File: src/rtl/bisr_proxy_pkg.sv
// Shared types for the BISR weight-proxy repair flow.
// Weight/magnitude typedefs and the proxy selector state encoding.
package bisr_proxy_pkg;

  localparam int WEIGHT_W = 32;

  typedef logic signed [WEIGHT_W-1:0] weight_t;
  typedef logic        [WEIGHT_W-1:0] mag_t;

  typedef enum logic [1:0] {
    IDLE = 2'd0,
    SCAN = 2'd1,
    DONE = 2'd2
  } proxy_sel_state_t;

endpackage

File: src/rtl/weight_proxy_selector_if.sv
// Handshake bundle between weight buffer reader, proxy selector and repair-map controller.
// The master side drives the weight stream and acknowledges results.
interface weight_proxy_selector_if
  import bisr_proxy_pkg::*;
#(
  parameter int NUM_WEIGHTS = 16,
  parameter int IDX_W       = $clog2(NUM_WEIGHTS)
);

  logic                   start;
  logic [NUM_WEIGHTS-1:0] skip_mask;
  logic                   w_valid;
  weight_t                w_data;
  logic                   w_ready;
  logic                   busy;
  logic                   res_valid;
  logic [IDX_W-1:0]       res_idx;
  mag_t                   res_mag;
  logic                   res_none;
  logic                   res_ack;

  modport master (
    output start, skip_mask, w_valid, w_data, res_ack,
    input  w_ready, busy, res_valid, res_idx, res_mag, res_none
  );

  modport slave (
    input  start, skip_mask, w_valid, w_data, res_ack,
    output w_ready, busy, res_valid, res_idx, res_mag, res_none
  );

endinterface

File: src/rtl/abs_mag_compare.sv
// Combinational |w| of a candidate weight and strict unsigned compare against the current best.
// 0x8000_0000 maps to magnitude 0x8000_0000, the largest representable one.
module abs_mag_compare
  import bisr_proxy_pkg::*;
(
  input  weight_t cand,
  input  mag_t    best_mag,
  output mag_t    cand_mag,
  output logic    cand_lt_best
);

  assign cand_mag     = cand[WEIGHT_W-1] ? (~mag_t'(cand) + mag_t'(1)) : mag_t'(cand);
  assign cand_lt_best = (cand_mag < best_mag);

endmodule

File: src/rtl/weight_proxy_selector.sv
// Streaming scanner that picks the smallest-|w| eligible weight of a column as the repair proxy.
// Ties keep the lower index; masked indices are consumed but never considered.
module weight_proxy_selector
  import bisr_proxy_pkg::*;
#(
  parameter int NUM_WEIGHTS = 16,
  parameter int IDX_W       = $clog2(NUM_WEIGHTS)
)
(
  input  logic                     clk,
  input  logic                     rst_n,
  weight_proxy_selector_if.slave   bus
);

  localparam logic [IDX_W-1:0] LAST_IDX = IDX_W'(NUM_WEIGHTS - 1);

  proxy_sel_state_t       state_q;
  proxy_sel_state_t       state_d;
  logic [NUM_WEIGHTS-1:0] mask_q;
  logic [IDX_W-1:0]       count_q;
  logic [IDX_W-1:0]       best_idx_q;
  mag_t                   best_mag_q;
  logic                   have_best_q;
  logic [IDX_W-1:0]       res_idx_q;
  mag_t                   res_mag_q;
  logic                   res_none_q;

  logic                   w_ready;
  logic                   busy;
  logic                   res_valid;

  mag_t                   cand_mag;
  logic                   cand_lt_best;
  logic                   xfer;
  logic                   last_xfer;
  logic                   take;
  logic                   next_have;
  logic [IDX_W-1:0]       next_idx;
  mag_t                   next_mag;

  abs_mag_compare u_cmp (
    .cand         (bus.w_data),
    .best_mag     (best_mag_q),
    .cand_mag     (cand_mag),
    .cand_lt_best (cand_lt_best)
  );

  // Best-so-far including the weight on the current transfer, so the final
  // result can be captured on the same edge as the last transfer.
  assign xfer      = bus.w_valid && (state_q == SCAN);
  assign last_xfer = xfer && (count_q == LAST_IDX);
  assign take      = xfer && !mask_q[count_q] && (!have_best_q || cand_lt_best);
  assign next_have = have_best_q || take;
  assign next_idx  = take ? count_q  : best_idx_q;
  assign next_mag  = take ? cand_mag : best_mag_q;

  always_ff @(posedge clk or negedge rst_n) begin
    if (!rst_n) begin
      state_q <= IDLE;
    end else begin
      state_q <= state_d;
    end
  end

  always_comb begin
    state_d   = state_q;
    w_ready   = 1'b0;
    busy      = 1'b0;
    res_valid = 1'b0;
    case (state_q)
      IDLE: begin
        if (bus.start) begin
          state_d = SCAN;
        end
      end
      SCAN: begin
        w_ready = 1'b1;
        busy    = 1'b1;
        if (last_xfer) begin
          state_d = DONE;
        end
      end
      DONE: begin
        busy      = 1'b1;
        res_valid = 1'b1;
        if (bus.res_ack) begin
          state_d = IDLE;
        end
      end
      default: begin
        state_d = IDLE;
      end
    endcase
  end

  // Result registers only load on the last transfer, so they hold through
  // DONE and keep their values after the return to IDLE.
  always_ff @(posedge clk or negedge rst_n) begin
    if (!rst_n) begin
      mask_q      <= '0;
      count_q     <= '0;
      best_idx_q  <= '0;
      best_mag_q  <= '0;
      have_best_q <= 1'b0;
      res_idx_q   <= '0;
      res_mag_q   <= '0;
      res_none_q  <= 1'b0;
    end else begin
      if ((state_q == IDLE) && bus.start) begin
        mask_q      <= bus.skip_mask;
        count_q     <= '0;
        best_idx_q  <= '0;
        best_mag_q  <= '0;
        have_best_q <= 1'b0;
      end
      if (xfer) begin
        count_q     <= count_q + IDX_W'(1);
        best_idx_q  <= next_idx;
        best_mag_q  <= next_mag;
        have_best_q <= next_have;
      end
      if (last_xfer) begin
        res_idx_q  <= next_have ? next_idx : '0;
        res_mag_q  <= next_have ? next_mag : '0;
        res_none_q <= !next_have;
      end
    end
  end

  assign bus.w_ready   = w_ready;
  assign bus.busy      = busy;
  assign bus.res_valid = res_valid;
  assign bus.res_idx   = res_idx_q;
  assign bus.res_mag   = res_mag_q;
  assign bus.res_none  = res_none_q;

endmodule

File: src/flat_wrapper.sv
// flat-port wrapper written by rule: the top's interface ports become plain ports
module weight_proxy_selector_flat import bisr_proxy_pkg::*;
#(
  parameter int NUM_WEIGHTS = 16,
  parameter int IDX_W       = $clog2(NUM_WEIGHTS)
)
  (clk, rst_n, bus_start, bus_skip_mask, bus_w_valid, bus_w_data, bus_res_ack, bus_w_ready, bus_busy, bus_res_valid, bus_res_idx, bus_res_mag, bus_res_none);
  weight_proxy_selector_if #(.NUM_WEIGHTS(NUM_WEIGHTS), .IDX_W(IDX_W)) bus_i ();
  input  logic clk;
  input  logic rst_n;
  input wire logic [$bits(bus_i.start)-1:0] bus_start;
  input wire logic [$bits(bus_i.skip_mask)-1:0] bus_skip_mask;
  input wire logic [$bits(bus_i.w_valid)-1:0] bus_w_valid;
  input wire logic [$bits(bus_i.w_data)-1:0] bus_w_data;
  input wire logic [$bits(bus_i.res_ack)-1:0] bus_res_ack;
  output wire logic [$bits(bus_i.w_ready)-1:0] bus_w_ready;
  output wire logic [$bits(bus_i.busy)-1:0] bus_busy;
  output wire logic [$bits(bus_i.res_valid)-1:0] bus_res_valid;
  output wire logic [$bits(bus_i.res_idx)-1:0] bus_res_idx;
  output wire logic [$bits(bus_i.res_mag)-1:0] bus_res_mag;
  output wire logic [$bits(bus_i.res_none)-1:0] bus_res_none;
  assign bus_i.start = bus_start;
  assign bus_i.skip_mask = bus_skip_mask;
  assign bus_i.w_valid = bus_w_valid;
  assign bus_i.w_data = bus_w_data;
  assign bus_i.res_ack = bus_res_ack;
  assign bus_w_ready = bus_i.w_ready;
  assign bus_busy = bus_i.busy;
  assign bus_res_valid = bus_i.res_valid;
  assign bus_res_idx = bus_i.res_idx;
  assign bus_res_mag = bus_i.res_mag;
  assign bus_res_none = bus_i.res_none;
  weight_proxy_selector #(.NUM_WEIGHTS(NUM_WEIGHTS), .IDX_W(IDX_W)) u_core (.clk(clk), .rst_n(rst_n), .bus(bus_i));
endmodule
File: config.mk
export PLATFORM = sky130hd
export DESIGN_NAME = weight_proxy_selector_flat
export DESIGN_NICKNAME = d
export VERILOG_FILES = /design/src/rtl/bisr_proxy_pkg.sv /design/src/rtl/weight_proxy_selector_if.sv /design/src/rtl/abs_mag_compare.sv /design/src/rtl/weight_proxy_selector.sv /design/src/flat_wrapper.sv
export SDC_FILE = /design/constraint.sdc
export NUM_CORES = 1
export LEC_CHECK = 0
export CAP_MARGIN = 0
export CORE_UTILIZATION = 55
export DETAILED_ROUTE_END_ITERATION = 8
export PLACE_DENSITY = 0.9
export REMOVE_ABC_BUFFERS = 1
export SYNTH_ARGS = -nofsm -noshare
export SYNTH_HDL_FRONTEND = slang
export SYNTH_SLANG_ARGS = --single-unit
File: constraint.sdc
create_clock -name clk -period 2.9 [get_ports clk]
set_input_delay 0.58 -clock clk [delete_from_list [all_inputs] [get_ports clk]]
set_output_delay 0.58 -clock clk [all_outputs]
set_load 0.05 [all_outputs]
[Word-level counts from Yosys, hierarchy flattened]
Index checks and enable logic that the tools add are counted.
Cells by class
  multiplexer cells: 21
  bitwise gates (word level): 1
  $lt $le $gt $ge: 2
  add/subtract/negate cells: 2
  equality and inequality tests: 6
  reduce and logical (&&, ||, !) cells: 14
Operators by type and width (count)
  2-to-1 mux 32 bit: 5
  adder 32 x 1 -> 32 bit (second input constant): 1
  less-than comparator 32 bit: 1
  NOT 32 bit: 1
  2-to-1 mux 4 bit: 5
  2-to-1 mux 1 bit: 6
  2-to-1 mux 2 bit: 3
  case mux 2 bit (3 select lines): 1
  logical AND 1 bit: 5
  less-than comparator 4 x 5 -> 1 bit (second input constant): 1
  adder 4 x 1 -> 4 bit (second input constant): 1
  binary-select mux 1 bit (select 4 bit): 1
  equality test 4 bit (second input constant): 1
  inequality test 2 bit (second input constant): 2
  zero test 1 bit: 3
  AND reduction 3 bit: 1
  equality test 2 x 1 -> 1 bit (second input constant): 1
  equality test 2 bit (second input constant): 1
  zero test 2 bit: 1
  logical OR 1 bit: 2
  inequality test 2 x 1 -> 1 bit (second input constant): 1
  nonzero test 2 bit: 1
  OR reduction 2 bit: 1
Storage, ports and cells
  register bits after elaboration: 96
  output and inout port bits: 40

[Longest topological paths before layout]
  word-level depth: 8
  mapped depth: 17
  depth with buffers taken out: 14

[Modules after synthesis]
Synthesis repeated with hierarchy kept, for this count alone.
Second synthesis, totals
  cells, all modules: 575
  area, all modules: 5680.4 um^2
By module, submodules not included
  weight_proxy_selector: sequential area each 2402.3 um^2, area an instance 4211.5 um^2, cells each 378, times used 1
  abs_mag_compare: sequential area each 0.0 um^2, area an instance 1468.9 um^2, cells each 197, times used 1

[Worst setup path before layout]
Ideal clock, no wire load.
  kind: input port to flip-flop
  start: in bus_w_data[11]
  end: reg u_core.best_idx_q[0]
  buffers on the path: 4
  slack: -1238 ps
  arrival time: 4012 ps
  stages on the path: 15
  cell sequence: or4_1 or2_1 buf_6 or3_4 o41ai_4 xnor2_1 ha_1 and4_1 nand3_1 a211o_1 clkbuf_1 and2_1 buf_2 buf_2 a221o_1
Between the ends
  word-level cells in the longest chain between the ends: 8
RTL lines
  start: declaration: RTL line flat_wrapper.sv:14  | input wire logic [$bits(bus_i.w_data)-1:0] bus_w_data;
  NOT 32 bit: RTL line abs_mag_compare.sv:12  | assign cand_mag = cand[WEIGHT_W-1] ? (~mag_t'(cand) + mag_t'(1)) : mag_t'(cand);
  adder 32 x 1 -> 32 bit: RTL line abs_mag_compare.sv:12
  2-to-1 mux 32 bit (*): RTL line abs_mag_compare.sv:12
  less-than comparator 32 bit (*): RTL line abs_mag_compare.sv:13  | assign cand_lt_best = (cand_mag < best_mag);
  logical OR 1 bit (*): RTL line weight_proxy_selector.sv:52  | assign take = xfer && !mask_q[count_q] && (!have_best_q || cand_lt_best);
  logical AND 1 bit (*): RTL line weight_proxy_selector.sv:52
  2-to-1 mux 4 bit (*): RTL line weight_proxy_selector.sv:54  | assign next_idx = take ? count_q : best_idx_q;
  2-to-1 mux 4 bit (*): RTL line weight_proxy_selector.sv:116  | if (xfer) begin
  end signal: assignment: RTL line weight_proxy_selector.sv:118  | best_idx_q <= next_idx;
  end: declaration: RTL line weight_proxy_selector.sv:21  | logic [IDX_W-1:0] best_idx_q;
Mark *: on every way between the ends. The rest lies on a longest branch, timed or not.
A chain may end at the register's enable or synchronous reset.

[Worst setup path after layout]
  start: in bus_w_data[11]
  end: reg u_core.res_mag_q[15] (netlist: u_core.bus.res_mag[15])
Between the ends
  word-level cells in the longest chain between the ends: 8
RTL lines
  NOT 32 bit: RTL line abs_mag_compare.sv:12
  adder 32 x 1 -> 32 bit: RTL line abs_mag_compare.sv:12
  2-to-1 mux 32 bit (*): RTL line abs_mag_compare.sv:12
  less-than comparator 32 bit: RTL line abs_mag_compare.sv:13
  logical OR 1 bit: RTL line weight_proxy_selector.sv:52
  logical AND 1 bit: RTL line weight_proxy_selector.sv:52
  2-to-1 mux 32 bit or logical OR 1 bit (tied branches): RTL line weight_proxy_selector.sv:55, weight_proxy_selector.sv:53
  2-to-1 mux 32 bit (*): RTL line weight_proxy_selector.sv:124  | res_mag_q <= next_have ? next_mag : '0;
  end signal: assignment: RTL line weight_proxy_selector.sv:124
  end: declaration: RTL line weight_proxy_selector.sv:25  | mag_t res_mag_q;
Marks and branches as above.

==> flow_summary.yaml <==
outcome:
  outcome: "finished, violations left"
  violations: "setup timing"
global_routing:
  grt.total_usage_pct: 38.9
  use_met2_pct: 63.4
  antenna_found_initial: 0
  met3_usage_pct: 8.63
  grt_pass1_vias: 6643
  grt_max_degree: 52
  grt.busiest_layer: "met2"
  grt_use_met1_pct: 47.5
  grt_pass1_wl_mm: 34.2
  globalRoute.totalOverflow: 0
cells_and_area:
  ff_latch_area_um2: 2400
  mostFrequentLayoutCell: "nand2_1"
  fin_util_pct: 81.6
  final_layout_size_suffix_gt1_share_pct: 25.9
  finalNetCount: 904
  final_area_um2: 8570
  multi_input_area_um2: 3790
  final_cell_mix: "120 x nand2_1, 96 x dfrtp_1, 83 x buf_4, 67 x clkdlybuf4s50_1, 38 x inv_1"
  antenna_cells: 0
  fillerInstances: 532
  area_growth_pct: 41.6
critical_path:
  worstPathCellList: "clkdlybuf4s15_1, or4_4, or2_4, or2_4, o21ai_1, xnor2_1, ha_1, a21oi_1, nand2_1, a221oi_2, o22ai_2, nor2_4, and2_4, buf_4, buf_12, o211ai_1"
  crit_slowest_cell: "or4_4"
  crit_top_cell: "or2_4"
  arrival_ns: 4.35
  critPathLaunchType: "input port"
  slowest_delay_ns: 0.43
  cp.required_ns: 3.13
  critPathMaxFanout: 18
  path_class: "in2reg"
  crit_path_end_kind: "register"
clocking:
  cts_tree: "built"
  clock-root-buffer: "clkbuf_8"
  cts_made_buffers: 9
  clkLatencyLatePin_ns: 0.39
  cts.sinks: 96
  path_clk_slew_ns: 0.10
  h-tree-depth: 3
  cts_max_path_buffers: 2
job:
  cap_viol_max_count: 0
place:
  placed_area_um2: 7570
  post-place-ws_ns: -1.89
  io_buffer_count: 92
  dp_hpwl_mm: 11.6
  place.gp.congestion: 0.952
synth:
  ys_async_sr_fraction_pct: 100
  yosysSeqAreaShare_pct: 39.7
  ys_warn_count: 0
  yosys.area.top_type_share_pct: 39.7
  synth_ff_type: "dfrtp_1"
  synth_seq_cells: 96
  synth_cell_types: 52
  synth_area_leaders: "dfrtp_1 40%, ha_1 7.6%, nand2_1 7.5%"
  synthesis.area_um2: 6050
  synth_area_leader_cell: "dfrtp_1"
  avgSynthCellArea_um2: 9.14
  synth-edff-count: 0
  synthCells: 662
timing:
  setup_viol: 72
  max-slew-margin-rel_pct: 52.6
  fin_crit_ns: 4.12
  hold_viol: 0
  timing.fmax_mhz: 243
  worst_pin_slew_ns: 0.709
  rsz0062_at_grt: "true"
  worst_hold_slack_ns: 0.208
  slew_violations: 0
  timing.final.ws_setup_ns: -1.22
  post-route-period-util_pct: 142
  fin_skew_ns: 0.0115
route:
  drtPass1Iterations: 7
  drt-total-wl_mm: 23.4
  drtIter0Drc: 862
  vias: 6712
  antenna_left: 0
  via_per_inst: 7.04
  wl_per_cell_um: 24.5
  drc: 0
floorplanning:
  coreArea_um2: 10500
  die_area_um2: 11400
  die_x_um: 107
  rows: 37
  io_pins: 93
  die_y_um: 107
  start_util_pct: 57.6
power_and_ir_drop:
  p_per_area_nw_per_um2: 643
  leakagePower_nw: 3.59
  finalPower_mw: 5.51
  ir_worst_vdd_mv: 0.656
min_path:
  hold_class: "in2async"
==> through the flow <==
step                      setup TNS [ns]  cells
after floorplan                  -199.37    611
after global placement           -120.66    915
after detailed placement         -128.73    915
after CTS                         -64.69    946
after global routing             -103.61    953
final                             -81.64    953
==> cell type report <==
| class | count | area share (%) |
|---|---|---|
| clock inverters | 5 | 1.24 |
| repair buffers | 192 | 21.4 |
| inverters | 40 | 1.75 |
| clock buffers | 9 | 1.45 |
| multi-input cells | 475 | 44.2 |
| flip-flops and latches | 96 | 28.0 |
| well taps | 136 | 1.99 |
==> critical path: cells and delay by family <==
| kind | cells | cell delay [ns] |
|---|---|---|
| compound gates | 5 | 1.14 |
| xor+xnor | 1 | 0.25 |
| fa+ha+maj | 1 | 0.36 |
| buf+inv | 3 | 0.47 |
| simple gates | 6 | 1.51 |
==> power by group <==
part | internal (mW) | total [mW] | switching (mW)
registers | 1.61 | 1.86 | 0.245
logic | 1.13 | 2.58 | 1.45
clock network | 0.567 | 1.08 | 0.510
==> path summary, 6_finish.rpt <==
check	startpoint	endpoint	slack (ns)	cells after the start
worst min-delay path	rst_n	u_core.bus.res_mag[19]	0.21	1
worst min register to register	u_core.mask_q[6]	u_core.mask_q[6]	0.51	1
min in group clk	u_core.mask_q[6]	u_core.mask_q[6]	0.51	1
worst max-delay path	bus_w_data[11]	u_core.bus.res_mag[15]	-1.22	16
worst max register to register	u_core.count_q[0]	u_core.bus.res_mag[15]	-0.13	7
max in group asynchronous	rst_n	u_core.bus.res_mag[14]	1.97	2
==> synth_stat cells, drive strengths merged (4+ instances only) <==
cell and number:
a221oi 4, nand2 121, nor4 5, o21ai 18, o31ai 10, o311ai 30
ha 37, dfrtp 96, xnor2 29, nand4 25, or3 4, buf 26
nand3 36, mux2 18, and2 14, o41ai 6, o211ai 23, clkbuf 25
nor2 10, a221o 18, nand2b 4, a21oi 35, inv 40
==> metal layers <==
metal | wire length, um | part of all wire (%)
met1 | 7870 | 34
met2 | 10900 | 47
met3 | 2740 | 12
met4 | 1840 | 7.9
met5 | 0 | 0
==> state kept, by name, summed over array words and instances (netlist names) <==
register	count
u_core.best_idx_q	4
u_core.state_q	2
u_core.count_q	4
u_core.mask_q	16
u_core.best_mag_q	32
u_core.bus.res_idx	4
u_core.bus.res_mag	32
u_core.bus.res_none	1
u_core.have_best_q	1
==> cell families after synthesis <==
| family | count (synthesis) | synth area share [%] |
|---|---|---|
| and+or+nand+nor | 231 | 18.2 |
| AOI/OAI and AO/OA | 157 | 19.6 |
| DFF | 96 | 39.7 |
| buffers and inverters | 91 | 6.20 |
| adders and majority gates | 37 | 7.65 |
| xor gates and xnor gates | 29 | 4.20 |
| muxes | 21 | 4.47 |
==> what timing repair did <==
action	4_1_cts	5_1_grt
buffers inserted	16	9
hold buffers	0	0
setup endpoints to repair	72	72
cloned	2	1
pin swaps	50	43
gates resized for setup	114	41
(Power assumes the default switching activity.)
==> edit 1: new RTL, same flow settings <==
The package constant `WEIGHT_W` goes from 32 to 64.
--- a/src/rtl/bisr_proxy_pkg.sv
+++ b/src/rtl/bisr_proxy_pkg.sv
@@ -2,7 +2,7 @@
 // Weight/magnitude typedefs and the proxy selector state encoding.
 package bisr_proxy_pkg;
 
-  localparam int WEIGHT_W = 32;
+  localparam int WEIGHT_W = 64;
 
   typedef logic signed [WEIGHT_W-1:0] weight_t;
   typedef logic        [WEIGHT_W-1:0] mag_t;
Interface: changed (resized bus_res_mag and bus_w_data); port bits go from 93 to 157. No check against the original RTL was run, so the function may have changed too.
==> edit 1 against the original RTL <==
The flow now stops in 5_1_grt; synthesized area up 60%.
==> edit 1: results (changes against the original RTL) <==
CTS Root Cell clkbuf_16; top post-synthesis cells by area dfrtp_1 41%, ha_1 8.9%, o21ai_0 7.5%; Distinct cells, synth 58 (+12%); setup slack after placement -2.77 ns (-0.879 ns); Synth Register Bits 160 (+67%); YS warnings 0 (unchanged); Buffers on Ports 156 (+70%); last stage reached 5_1_grt; outcome stopped before the end; HPWL Detailed 21000 um (+81%); cell types with the highest counts after synthesis 170 x nand2_1, 160 x dfrtp_1, 146 x o21ai_0; Post-Place Cells 1605 (+75%); average cell area after synthesis 8.85 um^2 (-3.2%); First Err [ERROR DPL-0038] Utilization greater than 100%, impossible to legalize; pin count of the biggest net entering global routing 63; maximum count of clock buffers along a single path 2 (unchanged); number of CTS-inserted buffers 17 (+8); post-synthesis sequential area ratio 0.413 (+0.0162); maximum level of the CTS H-tree 4 (+1); Final GP Congestion 0.944 (-0.85%); proportion of register bits with asynchronous set or reset after synthesis 1.00 (unchanged)
edit 1: through the flow:
| step | cell area (um^2) | hold WS (ns) | util |
|---|---|---|---|
| detailed placement | 12900 | 0.462 | 0.748 |
| floorplan | 9430 | 0.284 | - |
| global placement | 12900 | 0.460 | 0.748 |
| CTS | 16500 | 0.109 | 0.958 |
edit 1: cells by family after synthesis:
kind of cell,after synthesis,synth area share
xor gates and xnor gates,61,0.0551
and+or+nand+nor,335,0.157
buffers and inverters,139,0.0567
muxes,23,0.0311
AOI/OAI and AO/OA,308,0.198
DFF,160,0.413
adders and majority gates,69,0.0891
edit 1: repair_timing:
| action | 4_1_cts |
|---|---|
| cloned | 26 |
| pin swaps | 134 |
| setup endpoints to repair | 136 |
| setup buffers | 71 |
| gates resized for setup | 546 |
==> edit 2: new RTL, config.mk and constraints unchanged <==
Without the edit above. Make the reset (`rst_n`) synchronous in 2 clocked blocks.
--- a/src/rtl/weight_proxy_selector.sv
+++ b/src/rtl/weight_proxy_selector.sv
@@ -54,7 +54,7 @@
   assign next_idx  = take ? count_q  : best_idx_q;
   assign next_mag  = take ? cand_mag : best_mag_q;
 
-  always_ff @(posedge clk or negedge rst_n) begin
+  always_ff @(posedge clk) begin
     if (!rst_n) begin
       state_q <= IDLE;
     end else begin
@@ -95,7 +95,7 @@
 
   // Result registers only load on the last transfer, so they hold through
   // DONE and keep their values after the return to IDLE.
-  always_ff @(posedge clk or negedge rst_n) begin
+  always_ff @(posedge clk) begin
     if (!rst_n) begin
       mask_q      <= '0;
       count_q     <= '0;
Formal check against the unedited RTL: differs if rst_n is asserted again (counterexample within 4 cycles, from zero or initial values and one cycle with rst_n low); with rst_n held inactive, the same outputs for 10 cycles.
==> edit 2 against the original RTL <==
Sequential share of layout area fell by 3.9 points; sequential power shrank 17%; largest power group unchanged; global-route usage is 1.9 points higher; hold slack improved by 0.26 ns; non-clock buffer count grew 37; setup slack worse by 0.76 ns; power shrank 25%; routed wire length increased by 2.4%; sequential cell count unchanged; die area shrank 13%; final area shrank 7.0%; the flow still finishes with violations (setup timing); synthesized area down 14%; core utilization increased by 4.7 points.
==> edit 2: results (changes against the original RTL) <==
failing checks setup timing; number of non-clock inverters in the layout 42 (+5.0%); Psw 0.00164 W (-26%); Final GP Congestion 0.937 (-1.6%); pin count of the biggest net entering global routing 33 (-37%); worst-path maximum fanout 15 (-3); worst-case clock skew 0.0167 ns (+0.00515 ns); setup violators final 72 (unchanged); number of violations reported at the end of detailed-routing iteration 0 708 (-18%); Layout Utilization 0.863 (+0.0473); met1 Usage GRT 0.432 (-0.0427); gate family responsible for the most delay along the worst path compound AO/OA/AOI/OAI gates; nonclk buf count 229 (+19%); Post-Route Setup TNS -122.06 ns (-40.42 ns); overall fraction of global-route tracks in use 0.408 (+0.0188); CP max-delay cell o211ai_1; outcome finished, violations left; multi-input combinational area share 0.422 (-0.0199); HPWL Detailed 11400 um (-1.2%); share of total power in combinational logic 0.412 (-0.056); leakage power 3.01 nW (-16%); worst IR drop on VDD 0.365 mV (-44%); met3 Use GR 0.105 (+0.0184); via count of the first global-routing pass 6210 (-6.5%); amount of wire on met2 after detailed routing 10700 um (-2.3%); GRT met2 Usage 0.688 (+0.0539); fraction of area in registers 0.241 (-0.0392); cell types with the highest counts after synthesis 121 x nand2_1, 96 x dfxtp_1, 47 x o211ai_1; non-clk buf share 0.274 (+0.0603); met3 layer wire length in the routed design 3030 um (+11%); clk cell area share 0.0231 (-0.00379); top_reg_cell synth dfxtp_1; Worst Setup Slack, final -1.98 ns (-0.762 ns); Arr. time, crit path 5.11 ns (+0.76 ns); setup slack after placement -2.13 ns (-0.247 ns); met1 routed wirelength after detailed routing 7500 um (-4.8%); post-synthesis sequential area ratio 0.368 (-0.0292); average cell area after synthesis 8.44 um^2 (-7.6%)
-- edit 2: cell count changes after synthesis, sizes merged, moves of 5 or more --
| cell | change |
|---|---|
| a22o | +35 |
| clkbuf | +5 |
| buf | -14 |
| o21ai | -5 |
| dfxtp | +96 |
| and2 | -12 |
| dfrtp | -96 |
| a221o | -18 |
| nand3 | -25 |
| o211ai | +24 |
| o311ai | -30 |
| mux2 | -18 |
-- edit 2: worst reg2reg max path, cell delays in order (launching register included) --
cell and delay (ns):
dfxtp_1 0.52, mux4_2 0.57, mux4_2 0.51, or2_1 0.31
or3_4 0.45, buf_12 0.17, o211ai_1 0.63, o211ai_1 0.27
-- edit 2: final timing paths --
check                    startpoint                     end  slack, ns  depth (start not counted)
setup / recovery     bus_w_data[23]  u_core.bus.res_mag[31]      -1.98                         15
hold / removal    u_core.mask_q[13]       u_core.mask_q[13]       0.46                          2
setup reg to reg  u_core.count_q[1]  u_core.bus.res_mag[31]      -0.70                          7
hold reg to reg   u_core.mask_q[13]       u_core.mask_q[13]       0.46                          2
-- edit 2: repair_timing --
| item | CTS | global route |
|---|---|---|
| endpoints found under the setup margin | 72 | 72 |
| pin swaps | 61 | 42 |
| hold buffers | 0 | 0 |
| buffers inserted | 21 | 10 |
| resized for setup | 69 | 38 |
| gates cloned | 2 | 3 |
-- edit 2: kinds of logic (layout without fill, tap and decap cells) --
group                    count (synthesis)  count (layout)  share of synthesized area
buffers and inverters                   84             287                     0.0670
flip-flops                              96              96                      0.368
XOR/XNOR                                29              29                     0.0486
AO/OA/AOI/OAI                          164             164                      0.223
multiplexers                             8               8                     0.0273
AND/OR/NAND/NOR                        201             202                      0.177
adder cells (fa/ha/maj)                 37              37                     0.0886
